`src/rtl/mod_state_fifo.sv`:
```
// Round-state FIFO for the AES datapath: selects the round result by round tag, queues it with
// round/last tags behind valid/ready handshakes, flags illegal rounds and counts finished blocks.
module mod_state_fifo #(
   parameter int unsigned N     = 16,
   parameter int unsigned W     = 8,
   parameter int unsigned NR    = 14,
   parameter int unsigned RW    = 4,
   parameter int unsigned DEPTH = 2
) (
   input  logic            clk,
   input  logic            reset,
   input  logic            flush,
   input  logic            in_valid,
   output logic            in_ready,
   input  logic [RW-1:0]   in_round,
   input  logic [N*W-1:0]  inp_init,
   input  logic [N*W-1:0]  inp_mC,
   input  logic [N*W-1:0]  inp_shf,
   output logic            out_valid,
   input  logic            out_ready,
   output logic [N*W-1:0]  out_data,
   output logic [RW-1:0]   out_round,
   output logic            out_last,
   output logic            err_round,
   output logic [15:0]     blocks_done
);

   localparam int unsigned DW = N * W;
   localparam int unsigned PW = (DEPTH > 1) ? $clog2(DEPTH) : 1;
   localparam int unsigned CW = $clog2(DEPTH + 1);

   logic [DW-1:0]    mem_data  [DEPTH];
   logic [RW-1:0]    mem_round [DEPTH];
   logic [DEPTH-1:0] mem_last;

   logic [PW-1:0] rd_ptr_q, wr_ptr_q;
   logic [CW-1:0] count_q;
   logic          err_q;
   logic [15:0]   blocks_q;

   logic [DW-1:0] sel_data;
   logic          sel_last;
   logic          illegal;
   logic          push_acc;
   logic          wr_en;
   logic          rd_en;

   function automatic logic [PW-1:0] ptr_inc(input logic [PW-1:0] p);
      return (p == PW'(DEPTH - 1)) ? '0 : p + PW'(1);
   endfunction

   always_comb begin
      sel_data = inp_mC;
      if (in_round == '0) begin
         sel_data = inp_init;
      end else if (in_round == RW'(NR)) begin
         sel_data = inp_shf;
      end
   end

   assign sel_last = (in_round == RW'(NR));
   assign illegal  = (in_round > RW'(NR));

   assign in_ready  = (count_q < CW'(DEPTH));
   assign out_valid = (count_q != '0);

   // An illegal round still completes the handshake but never reaches storage.
   assign push_acc = in_valid && in_ready && !flush;
   assign wr_en    = push_acc && !illegal;
   assign rd_en    = out_valid && out_ready && !flush;

   always_ff @(posedge clk) begin
      if (reset) begin
         rd_ptr_q <= '0;
         wr_ptr_q <= '0;
         count_q  <= '0;
         err_q    <= 1'b0;
         blocks_q <= '0;
         mem_last <= '0;
         for (int i = 0; i < DEPTH; i++) begin
            mem_data[i]  <= '0;
            mem_round[i] <= '0;
         end
      end else if (flush) begin
         rd_ptr_q <= '0;
         wr_ptr_q <= '0;
         count_q  <= '0;
         err_q    <= 1'b0;
      end else begin
         if (wr_en) begin
            mem_data[wr_ptr_q]  <= sel_data;
            mem_round[wr_ptr_q] <= in_round;
            mem_last[wr_ptr_q]  <= sel_last;
            wr_ptr_q            <= ptr_inc(wr_ptr_q);
         end
         if (rd_en) begin
            rd_ptr_q <= ptr_inc(rd_ptr_q);
            if (out_last) begin
               blocks_q <= blocks_q + 16'd1;
            end
         end
         if (push_acc && illegal) begin
            err_q <= 1'b1;
         end
         unique case ({wr_en, rd_en})
            2'b10:   count_q <= count_q + CW'(1);
            2'b01:   count_q <= count_q - CW'(1);
            default: count_q <= count_q;
         endcase
      end
   end

   assign out_data    = mem_data[rd_ptr_q];
   assign out_round   = mem_round[rd_ptr_q];
   assign out_last    = mem_last[rd_ptr_q];
   assign err_round   = err_q;
   assign blocks_done = blocks_q;

endmodule

```
`config.mk`:
```
export PLATFORM = sky130hd
export DESIGN_NAME = mod_state_fifo
export DESIGN_NICKNAME = d
export VERILOG_FILES = /design/src/rtl/mod_state_fifo.sv
export SDC_FILE = /design/constraint.sdc
export NUM_CORES = 1
export LEC_CHECK = 0
export BUFFER_PORTS_ARGS = -buffer_cell sky130_fd_sc_hd__buf_2
export CORE_AREA = 2 2 212 214
export CTS_BUF_LIST = sky130_fd_sc_hd__clkbuf_8
export DETAILED_ROUTE_END_ITERATION = 10
export DIE_AREA = 0 0 214 216
export PLACE_DENSITY = 0.56
export SLEW_MARGIN = 20
export SYNTH_ARGS = -nofsm -noshare
export SYNTH_HDL_FRONTEND = slang
export SYNTH_SLANG_ARGS = --single-unit
```
`constraint.sdc`:
```
create_clock -name clk -period 11.3 [get_ports clk]
set_input_delay 1.695 -clock clk [delete_from_list [all_inputs] [get_ports clk]]
set_output_delay 1.695 -clock clk [all_outputs]
set_load 0.01 [all_outputs]
```
==> metrics.cfg, run 1 <==
[power_and_ir_drop]
switching_share_pct=25.3
switching_power_uw=613
p_int_mw=1.81
leakage_nw=8.33
powerDensity_nw_per_um2=129
pwr-share-comb_pct=12.6
sequentialPowerShare_pct=51.0
worst_ir_drop_vdd_mv=0.0684
clkPwrFrac_pct=36.4

[clocking]
ctsHtreeMaxLevel=2
cts_root_buf=clkbuf_8
clk_latency_ns=0.60
clock_sinks=288
tritoncts=yes
cts_hold_buffers=0
cts_buffers=51
post-cts-setup-buffers=0
clockBufferDepth=3
post_cts_resized=0
clkTransAtPathRegs_ns=0.06

[timing]
worst_pin_slew_ns=1.10
hold_viol=0
fin_skew_ns=0.0168
grt_setup_unrepaired=false
fin_crit_sh_pct=35.7
report.final.setup_viol=0
layout_min_cycle_time_ns=4.04
clock.fmax_mhz=248
slew_viol_final=0
relSlewSlack_pct=26.6
final.setup.tns_ns=0
setup_ws_ns=7.26

[critical_path]
worst-path-max-fanout=67
cp_data_required_time_ns=9.61
critPathMaxStageDelay_ns=0.70
critPathSlowestCell=buf_4
path_delay_family=buffers and inverters
path_cells=buf_4, mux2_2, buf_2
critPathLaunchType=flop
critPathKind=reg2out
path_buf_inv=2
worstSetupEndpointType=primary output
timing.rr.start=count_q[1]$_SDFFE_PP0P_
reg2reg_depth=5
r2r_slack_ns=8.39
cp_num_cells=3
reg2reg_to=mem_data[1][118]$_SDFFCE_PN0P_
crit_arrival_ns=2.34

[routing]
wl_per_cell_um=18.0
vias=12603
finalWirelength_um=46200
drt-vias-per-instance=4.92
drc=0
dr.first_iter.drc_count=641
drtPass1Iterations=5
final_antenna_net_count=0

[yosys]
synthesis.area_um2=14600
yosysTopAreaCell=edfxtp_1
ys_seq_elements=288
synth.distinct_cells=40
synth_top_flop_cell=edfxtp_1
synth_top_area_share_pct=54.3
seq_area_frac_synth_pct=57.6
yosys-top-cells-area=edfxtp_1 54%, mux2_2 10%, nor3_1 8.8%, nand2_1 6.7%, and3_1 5.5%
syn_nets=1813
syn_avg_cell_area_um2=10.3
synth-edff-count=264
async_reset_ff_share_pct=0
yosysWarnings=0
syn_inst=1418

[flow_run]
maxCapViolations=0

[die]
die-area_um2=46200
io_pins=545
fp.dieW_um=214
core_area_um2=43800
start_util_pct=33.3
rows=77
die_h_um=216

[global_routing]
grt_pass1_wl_um=69400
grt_pass1_vias=12454
grt_overflow=0
track_usage_pct=19.1
grt_max_degree=213
antenna_found_initial=11

[cells_and_area]
syn_to_final_growth_pct=28.0
final_util_pct=42.7
num-fill-cells=4378
final_net_count=2315
drive_gt1_share_pct=38.6
fin_cells=2561

[min_path]
hp-class=reg2reg
whs_path_depth=2
holdPathEnd=err_round$_SDFFE_PP0P_
worstHoldStart=err_round$_SDFFE_PP0P_

[placement]
dp_cells=2459
dpl.hpwl_um=31300
dp_slack_ns=6.72
place_congestion=0.892
port_buffers=544

[outcome]
run_status=finished, final reports clean

[logic make-up after synthesis]
group           count (synthesis)  share of synthesized area, %
flops                         288                          57.6
simple gates                  840                          26.9
mux                           136                          10.5
compound gates                 26                          1.13
buf+inv                       118                          3.31
xor+xnor                        8                         0.480
fa+ha+maj                       2                         0.171
[sequential cells by signal, indices dropped and copies added, names as in the netlist, named ones only]
register and flops:
wr_ptr_q 1, err_round 1, count_q 2, mem_last 2, mem_round 8, mem_data 256
rd_ptr_q 1, blocks_done 16
[through the flow]
step                      power [mW]  hold WS (ns)  cell area, um^2
after detailed placement        1.56         0.468            17800
after global placement          1.56         0.476            17800
after floorplan                 1.41         0.453            14600
after global routing            2.54         0.513            18700
final                           2.42         0.475            18700
after CTS                       2.46         0.483            18700
[power by group through the flow]
stage / clock network (mW) / logic [mW] / registers, mW
after CTS: 0.914 / 0.310 / 1.23
final: 0.880 / 0.305 / 1.23
after global placement: 0 / 0.308 / 1.25
after detailed placement: 0 / 0.308 / 1.26
after global routing: 0.965 / 0.333 / 1.24
after floorplan: 0 / 0.152 / 1.26
[how the worst max path moves through the flow]
| stage | end | startpoint |
|---|---|---|
| 2_1_floorplan | mem_data[0][0]$_SDFFCE_PN0P_ | in_valid |
| 3_3_place_gp | mem_data[1][124]$_SDFFCE_PN0P_ | in_round[1] |
| 6_report | out_data[65] | flop |
| 4_1_cts | out_data[101] | flop |
| 5_1_grt | out_data[65] | flop |
| 3_5_place_dp | mem_data[1][105]$_SDFFCE_PN0P_ | in_round[1] |
[cells in the mapped netlist, types with 2 or more instances]
library cell / n
a21oi_1: 12
and3_1: 129
buf_1: 3
buf_2: 19
buf_6: 2
clkbuf_1: 83
dfxtp_1: 24
edfxtp_1: 264
ha_1: 2
inv_1: 10
mux2_2: 133
mux2i_1: 3
nand2_1: 262
nand2b_1: 2
nand3_1: 7
nand4_1: 4
nand4b_1: 2
nor2_1: 150
nor2b_1: 2
nor3_1: 257
nor4_1: 4
o21ai_0: 2
o31ai_1: 8
or3_1: 4
or4_1: 9
xnor2_1: 5
xor2_1: 3
[layout make-up]
| cell class | count | area (um^2) | area share [%] |
|---|---|---|---|
| Antenna cell | 7 | 17.5 | 0.0937 |
| Clock buffer | 52 | 716 | 3.83 |
| Clock inverter | 43 | 201 | 1.08 |
| Inverter | 10 | 37.5 | 0.201 |
| Multi-Input combinational cell | 1012 | 5750 | 30.7 |
| Sequential cell | 288 | 8410 | 45.0 |
| Tap cell | 592 | 741 | 3.96 |
| Timing Repair Buffer | 557 | 2830 | 15.1 |
[layer usage]
layer	vias to the layer above	part of all wire, %	global-route usage (%)
met5	-	0.045	0
met4	4	3.1	8.09
met3	86	6.6	4.30
met2	425	50	33.0
met1	5980	40	23.0
li1	6108	-	-
[layout by cell type, fill, tap and decap left out, types with 2 or more instances in the layout]
master    count
edfxtp_1    264
nand4_1       4
and3_1      129
mux2_2      133
nor4_1        4
inv_1        37
ha_1          2
o21ai_0       2
clkbuf_8     52
o31ai_1       8
xnor2_1       5
mux2i_1       3
or4_1         9
clkinv_1      9
buf_2       544
a21oi_1      12
buf_4        12
diode_2       7
nand3_1       7
nand2_1     262
or3_4         2
nor2_1      150
dfxtp_1      23
clkinv_2      4
xor2_1        3
or3_1         3
nor2b_1       2
nor3_1      257
nand4b_1      2
[tightest hold or removal path: cells and delay by family, from the launching register on]
kind / cells / cell delay [ns]
flops: 1 / 0.32
simple gates: 1 / 0.07
compound gates: 1 / 0.04
(Power assumes the default switching activity.)
==> run 2, diff against run 1 <==
--- a/config.mk
+++ b/config.mk
@@ -5,12 +5,13 @@
 export SDC_FILE = /design/constraint.sdc
 export NUM_CORES = 1
 export LEC_CHECK = 0
+export ABC_AREA = 1
 export BUFFER_PORTS_ARGS = -buffer_cell sky130_fd_sc_hd__buf_2
-export CORE_AREA = 2 2 212 214
+export CORE_AREA = 2 2 209 211
 export CTS_BUF_LIST = sky130_fd_sc_hd__clkbuf_8
 export DETAILED_ROUTE_END_ITERATION = 10
-export DIE_AREA = 0 0 214 216
-export PLACE_DENSITY = 0.56
+export DIE_AREA = 0 0 211 213
+export PLACE_DENSITY = 0.59
 export SLEW_MARGIN = 20
 export SYNTH_ARGS = -nofsm -noshare
 export SYNTH_HDL_FRONTEND = slang
==> constraint.sdc (replaced) <==
create_clock -name clk -period 3.7 [get_ports clk]
set_input_delay 0.555 -clock clk [delete_from_list [all_inputs] [get_ports clk]]
set_output_delay 0.555 -clock clk [all_outputs]
set_load 0.01 [all_outputs]
==> metrics.cfg, run 2 <==
[outcome]
run_status=finished, final reports clean

[placement]
port_buffers=544  ; unchanged
postPlaceCellArea_um2=17600  ; -1.1%
dp_slack_ns=1.02  ; -5.70 ns
dpl.hpwl_um=29500  ; -5.9%
place_congestion=0.899  ; +0.73%
dp_cells=2480  ; +0.85%

[cells_and_area]
final_net_count=2383  ; +2.9%
drive_gt1_share_pct=38.3  ; -0.31 points
fin_cells=2570  ; +0.35%
largest_register_ffs=256  ; unchanged
syn_to_final_growth_pct=27.5
final_util_pct=43.3  ; +0.67 points
final_common_cell=buf_2
num-fill-cells=4241  ; -3.1%
fin_area_um2=18500  ; -1.1%
regMostFlops=mem_data
layout_common_cells=544 x buf_2, 309 x nand2_1, 300 x nor2_1

[yosys]
async_reset_ff_share_pct=0  ; unchanged
syn_inst=1473  ; +3.9%
yosysTopAreaCell=edfxtp_1
synth-edff-count=264  ; unchanged
yosysMostFrequentCell=nand2_1
ys_seq_elements=288  ; unchanged
yosysWarnings=0  ; unchanged
synth.distinct_cells=27  ; -33%
synth_top_flop_cell=edfxtp_1
syn_nets=1868  ; +3.0%
seq_area_frac_synth_pct=58.0  ; +0.39 points
synth_common_cells=312 x nand2_1, 300 x nor2_1, 264 x edfxtp_1
yosys-top-cells-area=edfxtp_1 55%, mux2_2 10%, nand2_1 8.1%, nor2_1 7.8%, nand3_1 4.9%
synthesis.area_um2=14500  ; -0.68%
synth_top_area_share_pct=54.6  ; +0.37 points
syn_avg_cell_area_um2=9.85  ; -4.4%

[power_and_ir_drop]
worst_ir_drop_vdd_mv=0.206  ; +200%
switching_power_mw=1.81  ; +200%
clkPwrFrac_pct=36.5  ; about the same
p_int_mw=5.53  ; +210%
powerDensity_nw_per_um2=397  ; +210%
switching_share_pct=24.7  ; -0.68 points
pwr-share-comb_pct=12.5  ; about the same
finalPower_mw=7.34  ; +200%
leakage_nw=8.38  ; +0.60%
sequentialPowerShare_pct=51.0  ; about the same

[clocking]
cts_hold_buffers=0  ; unchanged
clk_latency_ns=0.57  ; -0.03 ns
cts_root_buf=clkbuf_8
ctsHtreeMaxLevel=2  ; unchanged
cts_buffers=52  ; +2.0%
post-cts-setup-buffers=0  ; unchanged
post_cts_resized=0  ; unchanged
clock_sinks=288  ; unchanged
clkTransAtPathRegs_ns=0.06  ; about the same
tritoncts=yes
clockBufferDepth=3  ; unchanged

[critical_path]
path_cells=buf_4, mux2_2, buf_2
r2r_slack_ns=1.44  ; -6.95 ns
reg2reg_to=mem_data[0][63]$_SDFFCE_PN0P_
critPathLaunchType=flop
critPathMaxStageDelay_ns=0.65  ; -0.05 ns
crit_arrival_ns=2.24  ; -0.10 ns
critPathKind=reg2out
reg2reg_depth=6  ; +1
worst-path-max-fanout=63  ; -6.0%
critPathSlowestCell=buf_4
timing.rr.start=count_q[1]$_SDFFE_PP0P_
cp_data_required_time_ns=3.14  ; -6.47 ns
worstSetupEndpointType=primary output

[timing]
slew_viol_final=0  ; unchanged
worst_pin_slew_ns=1.03  ; -0.0766 ns
final.setup.tns_ns=0  ; unchanged
grt_setup_unrepaired=false
setup_ws_ns=0.908  ; -6.35 ns
hold_viol=0  ; unchanged
layout_min_cycle_time_ns=2.79
fin_crit_sh_pct=75.5
fin_skew_ns=0.0195  ; +0.00275 ns
worst_hold_slack_ns=0.199  ; -0.276 ns
clock.fmax_mhz=358
report.final.setup_viol=0  ; unchanged
relSlewSlack_pct=31.7  ; +5.1 points

[die]
rows=76  ; -1.3%
io_pins=545  ; unchanged
core_area_um2=42700  ; -2.6%
start_util_pct=34.0  ; +0.66 points
die_h_um=213  ; -1.4%
die-area_um2=44900  ; -2.8%
fp.dieW_um=211  ; -1.4%

[min_path]
holdPathEnd=blocks_done[7]$_SDFFE_PP0P_
worstHoldStart=reset
hp-class=in2reg
whs_path_depth=2  ; unchanged

[routing]
finalWirelength_um=42200  ; -8.6%
final_antenna_net_count=0  ; unchanged
dr.first_iter.drc_count=612  ; -4.5%
wl_per_cell_um=16.4  ; -8.9%
drc=0  ; unchanged
drtPass1Iterations=5  ; unchanged
vias=12451  ; -1.2%
drt-vias-per-instance=4.84  ; -1.6%

[global_routing]
grt_pass1_vias=11939  ; -4.1%
grt_pass1_wl_um=63300  ; -8.7%
antenna_found_initial=3  ; -8
track_usage_pct=18.2  ; -0.97 points
grt_max_degree=142  ; -33%
grt_overflow=0  ; unchanged

[flow_run]
maxCapViolations=0  ; unchanged

## run 2: cell types whose count changed after synthesis, moves of 9 or more
cell | previous run | this run
inv_1 | 10 | 20
and3_1 | 129 | 0
o21ai_1 | 0 | 127
nor3_1 | 257 | 5
nand2_1 | 262 | 312
or4_1 | 9 | 0
nor2_1 | 150 | 300
clkbuf_1 | 83 | 13
buf_2 | 19 | 58
nand3_1 | 7 | 143
buf_4 | 0 | 21
## run 2: cell families after synthesis
group / Yosys count / share of synthesized area (%)
buf+inv: 125 / 4.69
flops: 288 / 58.0
xor+xnor: 1 / 0.0604
mux: 132 / 10.2
fa+ha+maj: 2 / 0.172
compound gates: 151 / 5.24
simple gates: 774 / 21.6
## run 2: how the worst max path moves through the flow
stage	start	slack, ns	to	cells after the start
after floorplan	flush	0.64	mem_data[1][0]$_SDFFCE_PN0P_	7
after global placement	flush	1.04	mem_data[0][64]$_SDFFCE_PN0P_	9
after detailed placement	flush	1.02	mem_data[0][65]$_SDFFCE_PN0P_	9
after CTS	flop	0.83	out_data[50]	3
after global routing	flop	0.77	out_data[50]	3
final	flop	0.91	out_data[50]	3
## run 2: worst max-delay path: cells and delay by family, from the launching register on
kind,cells,cell delay (ns)
buffers and inverters,2,0.79
DFF,1,0.35
muxes,1,0.43
## run 2: area by class of cell
type / instances / area (um^2) / area share (%)
flip-flops and latches: 288 / 8410 / 45.5
well taps: 546 / 683 / 3.69
inverters: 24 / 90.1 / 0.487
clock inverters: 33 / 165 / 0.893
clock buffers: 55 / 757 / 4.09
multi-input cells: 1060 / 5470 / 29.6
diodes: 2 / 5.00 / 0.0270
repair buffers: 562 / 2920 / 15.8
## run 2: per-layer routing
layer	track usage (%)	vias to the layer above	wire length (um)
li1	-	6099	-
met1	22.8	5880	17900
met2	31.2	399	20700
met3	4.10	69	2570
met4	5.59	4	1030
met5	0	-	18
## run 2: power by group through the flow
stage               logic (mW)  clock network, mW  registers, mW
floorplan                0.470                  0           3.81
global placement         0.919                  0           3.80
detailed placement       0.931                  0           3.81
CTS                      0.935               2.77           3.75
global route              1.02               2.91           3.76
finish                   0.919               2.68           3.74
